$ cat src/rtl/ram_arbiter.sv
`default_nettype none
// ============================================================================
// Module   : ram_arbiter
// Purpose  : Round-robin arbiter that lets NCORES requesters share one
//            single-port synchronous RAM (1-cycle read latency). Each granted
//            transaction walks ISSUE -> WAIT -> DONE and then returns to IDLE.
// Ports    : clk, rstn          clock / asynchronous active-low reset
//            req, we            per-core request and write qualifier
//            addr, wdata        per-core packed address / write data
//            gnt, done          one-hot grant (whole transaction) / done pulse
//            rdata              read data broadcast, valid while done is high
//            ram_addr, ram_din  registered RAM address / write data
//            ram_wren           registered RAM write enable
//            ram_q              RAM read data
// Revision : 1.0  initial release
// ============================================================================
module ram_arbiter #(
    parameter int NCORES = 4,
    parameter int AW     = 8,
    parameter int DW     = 8
) (
    input  logic                 clk,
    input  logic                 rstn,
    input  logic [NCORES-1:0]    req,
    input  logic [NCORES-1:0]    we,
    input  logic [NCORES*AW-1:0] addr,
    input  logic [NCORES*DW-1:0] wdata,
    output logic [NCORES-1:0]    gnt,
    output logic [NCORES-1:0]    done,
    output logic [DW-1:0]        rdata,
    output logic [AW-1:0]        ram_addr,
    output logic [DW-1:0]        ram_din,
    output logic                 ram_wren,
    input  logic [DW-1:0]        ram_q
);

    localparam int c_IW = (NCORES > 1) ? $clog2(NCORES) : 1;
    localparam logic [c_IW:0] c_N = NCORES[c_IW:0];

    localparam logic [1:0] c_IDLE  = 2'd0;
    localparam logic [1:0] c_ISSUE = 2'd1;
    localparam logic [1:0] c_WAIT  = 2'd2;
    localparam logic [1:0] c_DONE  = 2'd3;

    logic [1:0]        r_state;
    logic [1:0]        w_state_nxt;
    logic [c_IW-1:0]   r_win;
    logic [c_IW-1:0]   r_last;
    logic              r_we;

    logic              w_found;
    logic [c_IW-1:0]   w_win;
    logic [c_IW:0]     w_sum;
    logic [c_IW-1:0]   w_cand;
    logic [NCORES-1:0] w_onehot;
    logic [AW-1:0]     w_sel_addr;
    logic [DW-1:0]     w_sel_wdata;
    logic              w_sel_we;

    // Round-robin search starting just after the last served core. The sum
    // carries one spare bit so the wrap works for non-power-of-two NCORES.
    always_comb begin
        w_found = 1'b0;
        w_win   = '0;
        w_sum   = '0;
        w_cand  = '0;
        for (int k = 1; k <= NCORES; k++) begin
            w_sum = {1'b0, r_last} + (c_IW+1)'(k);
            if (w_sum >= c_N) begin
                w_sum = w_sum - c_N;
            end
            w_cand = w_sum[c_IW-1:0];
            if (!w_found && req[w_cand]) begin
                w_found = 1'b1;
                w_win   = w_cand;
            end
        end
    end

    // Pick the winner's request fields out of the packed input buses.
    always_comb begin
        w_sel_addr  = '0;
        w_sel_wdata = '0;
        w_sel_we    = 1'b0;
        for (int i = 0; i < NCORES; i++) begin
            if (w_win == c_IW'(i)) begin
                w_sel_addr  = addr[i*AW +: AW];
                w_sel_wdata = wdata[i*DW +: DW];
                w_sel_we    = we[i];
            end
        end
    end

    assign w_onehot = NCORES'(1) << r_win;

    // State register
    always_ff @(posedge clk or negedge rstn) begin
        if (!rstn) begin
            r_state <= c_IDLE;
        end else begin
            r_state <= w_state_nxt;
        end
    end

    // Next state and decoded outputs. gnt/done are decoded from state so an
    // asynchronous reset clears them immediately.
    always_comb begin
        w_state_nxt = r_state;
        gnt         = '0;
        done        = '0;
        case (r_state)
            c_IDLE: begin
                if (w_found) begin
                    w_state_nxt = c_ISSUE;
                end
            end
            c_ISSUE: begin
                gnt         = w_onehot;
                w_state_nxt = c_WAIT;
            end
            c_WAIT: begin
                gnt         = w_onehot;
                w_state_nxt = c_DONE;
            end
            c_DONE: begin
                gnt         = w_onehot;
                done        = w_onehot;
                w_state_nxt = c_IDLE;
            end
            default: begin
                w_state_nxt = c_IDLE;
            end
        endcase
    end

    // Transaction datapath. The RAM address/data registers double as the
    // latched request: they load only on IDLE->ISSUE and hold afterwards, so
    // later input churn cannot reach the RAM.
    always_ff @(posedge clk or negedge rstn) begin
        if (!rstn) begin
            r_win    <= '0;
            r_last   <= c_IW'(NCORES - 1);
            r_we     <= 1'b0;
            ram_addr <= '0;
            ram_din  <= '0;
            ram_wren <= 1'b0;
            rdata    <= '0;
        end else begin
            ram_wren <= 1'b0;
            case (r_state)
                c_IDLE: begin
                    if (w_found) begin
                        r_win    <= w_win;
                        r_we     <= w_sel_we;
                        ram_addr <= w_sel_addr;
                        ram_din  <= w_sel_wdata;
                        ram_wren <= w_sel_we;
                    end
                end
                c_WAIT: begin
                    // ram_q reflects the address issued one cycle earlier.
                    if (!r_we) begin
                        rdata <= ram_q;
                    end
                end
                c_DONE: begin
                    r_last <= r_win;
                end
                default: begin
                end
            endcase
        end
    end

endmodule
`default_nettype wire

$ cat config.mk
export PLATFORM = sky130hd
export DESIGN_NAME = ram_arbiter
export DESIGN_NICKNAME = d
export VERILOG_FILES = /design/src/rtl/ram_arbiter.sv
export SDC_FILE = /design/constraint.sdc
export NUM_CORES = 1
export LEC_CHECK = 0
export ABC_AREA = 1
export CAP_MARGIN = 0
export CORE_MARGIN = 10
export CORE_UTILIZATION = 35
export CTS_CLUSTER_SIZE = 28
export DETAILED_ROUTE_END_ITERATION = 6
export GPL_TIMING_DRIVEN = 0
export PLACE_DENSITY_LB_ADDON = 0.1
export SYNTH_ARGS = -nofsm -noshare
export SYNTH_HDL_FRONTEND = slang
export SYNTH_SLANG_ARGS = --single-unit
$ cat constraint.sdc
create_clock -name clk -period 2.2 [get_ports clk]
set_input_delay 0.44 -clock clk [delete_from_list [all_inputs] [get_ports clk]]
set_output_delay 0.44 -clock clk [all_outputs]
set_load 0.02 [all_outputs]
# Yosys cells after proc, flatten, opt, wreduce, memory -nomap -nowiden
# Cells that the tools add are included.
[totals] regBits=32 input_bits=82 output_inout_bits=33 elab_cells=82
[classes] n_addsub=8 n_lt_le_gt_ge=8 n_eq_ne=7 shift=1 muxes=38 bitwise_logic=1 reduce_logical=11
[op_table] op="$mux W8" n=8
[op_table] op="$mux W2" n=9
[op_table] op="$mux W1" n=14
[op_table] op="$ge A3 B3 Y1 const B" n=4
[op_table] op="$lt A2 B3 Y1 const B" n=4
[op_table] op="$bmux W1 S2" n=4
[op_table] op="$eq A2 B2 Y1 const B" n=4
[op_table] op="$mux W4" n=2
[op_table] op="$pmux W2 S4" n=1
[op_table] op="$sub A2 B1 Y2 const B" n=4
[op_table] op="$add A2 B2 Y3 const B" n=2
[op_table] op="$eq A2 B1 Y1 const B" n=2
[op_table] op="$logic_not A2 Y1" n=2
[op_table] op="$reduce_and A2 Y1" n=2
[op_table] op="$shl A1 B2 Y4 const A" n=1
[op_table] op="$add A2 B1 Y3 const B" n=1
[op_table] op="$add A2 B3 Y3 const B" n=1
[op_table] op="$logic_and A1 B1 Y1" n=3
[op_table] op="$logic_not A1 Y1" n=3
[op_table] op="$reduce_or A3 Y1" n=1
[op_table] op="$ne A2 B2 Y1 const B" n=1
[op_table] op="$not A1 Y1" n=1

# Depth between registers and ports, before layout
[depth] depth_word=22 ltp_mapped=17 depth_no_buf=15

# Worst setup path after synthesis
# Ideal clock, no wire load.
[synth_path] path_type="reg-to-reg" from="register r_last[0]" to="register ram_addr[2]" setup_time_ps=116 arrival_ps=1834 required_time_ps=2084 setup_slack_ps=250 path_stages_with_launch=17 synth_period_minus_slack_ps=1950 path_cell_list="dfstp_2 -> buf_6 -> inv_4 -> nand2_1 -> nand2_1 -> nand2_1 -> nand2_2 -> nor2_2 -> nand3b_1 -> nand2_2 -> buf_4 -> nor2_2 -> buf_6 -> nand2_1 -> nand3_1 -> nand2_1 -> nand2_1"
[synth_via] elab_chain_cells=20 elab_cells_between_ends=47 cone_classes="add/sub (8); order compare (4); eq/ne (3); mux (24); reduce/logical (8)"
[synth_rtl] item="from (decl)" line_no="48" rtl="logic [c_IW-1:0] r_last;"
[synth_rtl] item="from (signal assigned)" line_no="142" rtl="r_last <= c_IW'(NCORES - 1);"
[synth_rtl] item="from (signal assigned)" line_no="167" rtl="r_last <= r_win;"
[synth_rtl] item="$add A2 B1 Y3" line_no="68" rtl="w_sum = {1'b0, r_last} + (c_IW+1)'(k);"
[synth_rtl] item="$ge A3 B3 Y1 or $sub A2 B1 Y2 (tied branches)" line_no="69, 70"
[synth_rtl] item="$mux W2" line_no="69" rtl="if (w_sum >= c_N) begin"
[synth_rtl] item="$bmux W1 S2" line_no="73" rtl="if (!w_found && req[w_cand]) begin"
[synth_rtl] item="$mux W1 (not written as such)" line_no="73"
[synth_rtl] item="$mux W1" line_no="73"
[synth_rtl] item="$logic_not A1 Y1" line_no="73"
[synth_rtl] item="$logic_and A1 B1 Y1" line_no="73"
[synth_rtl] item="$mux W1" line_no="73"
[synth_rtl] item="$logic_not A1 Y1" line_no="73"
[synth_rtl] item="$logic_and A1 B1 Y1" line_no="73"
[synth_rtl] item="$mux W1" line_no="73"
[synth_rtl] item="$logic_not A1 Y1" line_no="73"
[synth_rtl] item="$logic_and A1 B1 Y1" line_no="73"
[synth_rtl] item="$mux W2" line_no="73"
[synth_rtl] item="$logic_not A2 Y1" line_no="86" rtl="if (w_win == c_IW'(i)) begin"
[synth_rtl] item="$mux W8 (4 in series)" line_no="86"
[synth_rtl] item="to (signal assigned)" line_no="155" rtl="ram_addr <= w_sel_addr;"
[synth_rtl] item="to (decl)" line_no="31" rtl="output logic [AW-1:0] ram_addr,"
# Parallel ways exist; a longest one is shown, timed or not. The select of a mux whose other input is x is not followed.
# A chain may end at the register's enable or synchronous reset.

# Final worst setup path
[layout_path] from="register r_last[0]" to="register ram_addr[5]"
# The elaborated chain is that of the path after synthesis.

==> impl_metrics.json <==
{
  "outcome": "finished, final reports clean",
  "maxSlewHeadroom": 0.508,
  "cpLargestDelayFamily": "simple AND/OR/NAND/NOR gates",
  "post_drt_wl_per_cell_um": 14.7,
  "synth_area_um2": 2120,
  "p_per_area_nw_per_um2": 1770,
  "final_cell_mix": "nand2_1, clkdlybuf4s50_1, inv_1, dfrtp_1, nand3_1",
  "clockBufferDepth": 2,
  "synth.distinct_cells": 27,
  "cts_made_buffers": 5,
  "htree_levels": 2,
  "ys_seq_area_frac": 0.379,
  "max_freq_ghz": 0.458,
  "fin_cells": 515,
  "grt_max_degree": 33,
  "critPathKind": "reg2reg",
  "maxSlewViolCount": 0,
  "dp_hpwl_um": 5690,
  "clkPwrFrac": 0.086,
  "synth_compound_area_frac": 0.0944,
  "avgSynthCellArea_um2": 6.93,
  "max_stage_delay_ns": 0.54,
  "place_area_um2": 3350,
  "place_ws_ns": -0.384,
  "drc": 0,
  "nets": 525,
  "numClockSinks": 32,
  "muxShareOfSynthArea": 0.0425,
  "hold_viol": 0,
  "p_sw_w": 0.00328,
  "numPlacedInstances": 495,
  "internal-power_w": 0.00336,
  "synth_top_family_by_area": "simple AND/OR/NAND/NOR gates",
  "clock_skew_ns": 0.00830,
  "critPathCaptureType": "flop",
  "hold_class": "in2async",
  "synth_cells": 306,
  "grt_pass1_wl_um": 11500,
  "top_level_ports": 115,
  "period_minus_slack_ns": 2.18,
  "grt_antenna_before_repair": 0,
  "place.gp.congestion": 0.823,
  "synth_fp_nets": 392,
  "firstDrtPassIters": 6,
  "initial_core_util": 0.360,
  "switching_share": 0.494,
  "ir_drop_mv": 0.773,
  "finalInstanceArea_um2": 3750,
  "cts_tree": "done",
  "drtIter0Drc": 73,
  "die_w_um": 97.8,
  "grt_usage": 0.143,
  "p_comb_frac": 0.752,
  "cts_root_buffer": "clkbuf_8",
  "fp.coreArea_um2": 5890,
  "critical_path_buf_inv_count": 4,
  "pwr-share-seq": 0.163,
  "yosysWarnings": 0,
  "area_growth_pct": 76.8,
  "drive_gt1_frac": 0.191,
  "dieArea_um2": 9570,
  "clk_latency_ns": 0.29,
  "drt-vias-per-instance": 4.64,
  "synth_fa_ha_area_frac": 0.0236,
  "crit_fanout": 10,
  "tightest_slew_ns": 0.738,
  "yosys.area_share.simple": 0.362,
  "antenna_left": 0,
  "routed_wl_um": 7550,
  "fill_cells": 567,
  "die_h_um": 97.8,
  "cpMaxStageDelayCell": "dfstp_2",
  "rsz0062_at_grt": "true",
  "total_power_w": 0.00664,
  "vias": 2390,
  "synthXorXnorAreaFrac": 0,
  "cp_cell_sequence": "buf_6 -> inv_8 -> nand2_2 -> nand2_2 -> nand2_2 -> nand2_4 -> inv_2 -> nand2_2 -> nand2_4 -> nand2_4 -> nor2_8 -> buf_2 -> o21ai_0 -> nand3_1 -> nand2_1 -> nand2_1",
  "final_core_util": 0.637,
  "cp.arrival_ns": 2.41,
  "ys_ff_latch": 32,
  "setup_violations": 0,
  "port_buffers": 114,
  "rows": 28,
  "cap_viol_max_count": 0,
  "clk_pin_slew_ns": 0.07,
  "crit_top_cell": "nand2_2",
  "startpoint_type": "flop",
  "overflow": 0,
  "diodes": 0,
  "timing.final.ws_setup_ns": 0.0177,
  "first_global_vias": 2337,
  "leakagePower_nw": 1.90,
  "worst_ep_required_time_ns": 2.43,
  "fin_crit_sh": 0.992
}
-- power groups by stage --
stage / logic (W) / clock network, W / registers (W)
after global routing: 0.00548 / 0.000607 / 0.00113
after CTS: 0.00423 / 0.000584 / 0.00108
after detailed placement: 0.00411 / 0 / 0.00109
final: 0.00499 / 0.000569 / 0.00108
after floorplan: 0.00247 / 0 / 0.00134
after global placement: 0.00405 / 0 / 0.00107
-- flip-flops by register name, summed over array words and instances, names as in the netlist --
register	flops
r_we	1
r_last	2
r_state	2
r_win	2
ram_din	8
ram_addr	8
ram_wren	1
rdata	8
-- stage by stage --
stage	setup TNS (ns)	hold slack [ns]
floorplan	0	0.144
global placement	-6.83	0.462
detailed placement	-4.92	0.465
CTS	-0.0210	0.244
global route	-1.12	0.275
finish	0	0.214
-- synthesized netlist by cell type --
master    instances  area [um2]
nand3_1          29         145
nor2_1            5        18.8
clkbuf_1          2        7.51
nand3b_1          1        7.51
o21ai_1           9        45.0
nor2_8            1        20.0
inv_1            33         124
nor3_1            4        20.0
nand3_2           2        20.0
o21ai_0          31         155
nor2_2            2        12.5
dfstp_2           2        52.6
mux2_2            8        90.1
dfrtp_1          30         751
nand2_2           4        25.0
nand4_1           1        6.26
nor2_4            1        11.3
buf_2             3        15.0
inv_2             3        11.3
nor3b_1           1        7.51
ha_1              4        50.1
buf_4             1        7.51
inv_4             1        6.26
clkbuf_2          1        5.00
nand2_4           1        11.3
buf_6             3        33.8
nand2_1         123         462
-- worst register-to-register path: stages (launching register included) --
cell and delay (ns):
dfstp_2 0.54, buf_6 0.13, inv_8 0.06, nand2_2 0.06, nand2_2 0.08, nand2_2 0.09, nand2_4 0.07, inv_2 0.07
nand2_2 0.07, nand2_4 0.10, nand2_4 0.08, nor2_8 0.18, buf_2 0.26, o21ai_0 0.11, nand3_1 0.11, nand2_1 0.07
nand2_1 0.06
-- per-layer routing --
| layer | GRT usage | wire [um] | vias up |
|---|---|---|---|
| li1 | - | - | 1236 |
| met1 | 0.163 | 3280 | 1050 |
| met2 | 0.235 | 3460 | 95 |
| met3 | 0.0677 | 685 | 9 |
| met4 | 0.0425 | 123 | 0 |
| met5 | 0 | 0 | - |
-- what timing repair did --
action,in CTS,in global routing
setup endpoints to repair,14,24
pin swaps,2,13
gates cloned,0,3
resized for setup,7,63
hold buffers,0,0
buffers inserted,2,7
-- final cells by class --
class | instances | area [um2] | area share
Sequential cell | 32 | 803 | 0.214
Tap cell | 75 | 93.8 | 0.0250
Clock inverter | 3 | 42.5 | 0.0113
Multi-Input combinational cell | 228 | 1260 | 0.335
Timing Repair Buffer | 125 | 1240 | 0.331
Clock buffer | 5 | 68.8 | 0.0184
Inverter | 37 | 149 | 0.0397
Buffer | 10 | 91.3 | 0.0244
-- kinds of logic after synthesis --
family,count (synthesis)
AND/OR/NAND/NOR,175
buffers and inverters,47
AO/OA/AOI/OAI,40
multiplexers,8
adder cells (fa/ha/maj),4
flip-flops,32
-- worst paths after layout --
kind	start	end	slack, ns	cells after the start
min in group clk	ram_din[4]	ram_din[4]	0.47	2
max in group asynchronous	rstn	ram_din[5]	1.52	1
worst min register to register	ram_din[4]	ram_din[4]	0.47	2
worst min-delay path	rstn	r_win[1]	0.21	1
worst max register to register	r_last[0]	ram_addr[5]	0.02	16
worst max-delay path	r_last[0]	ram_addr[5]	0.02	16
Power figures use the tool's default switching activity.
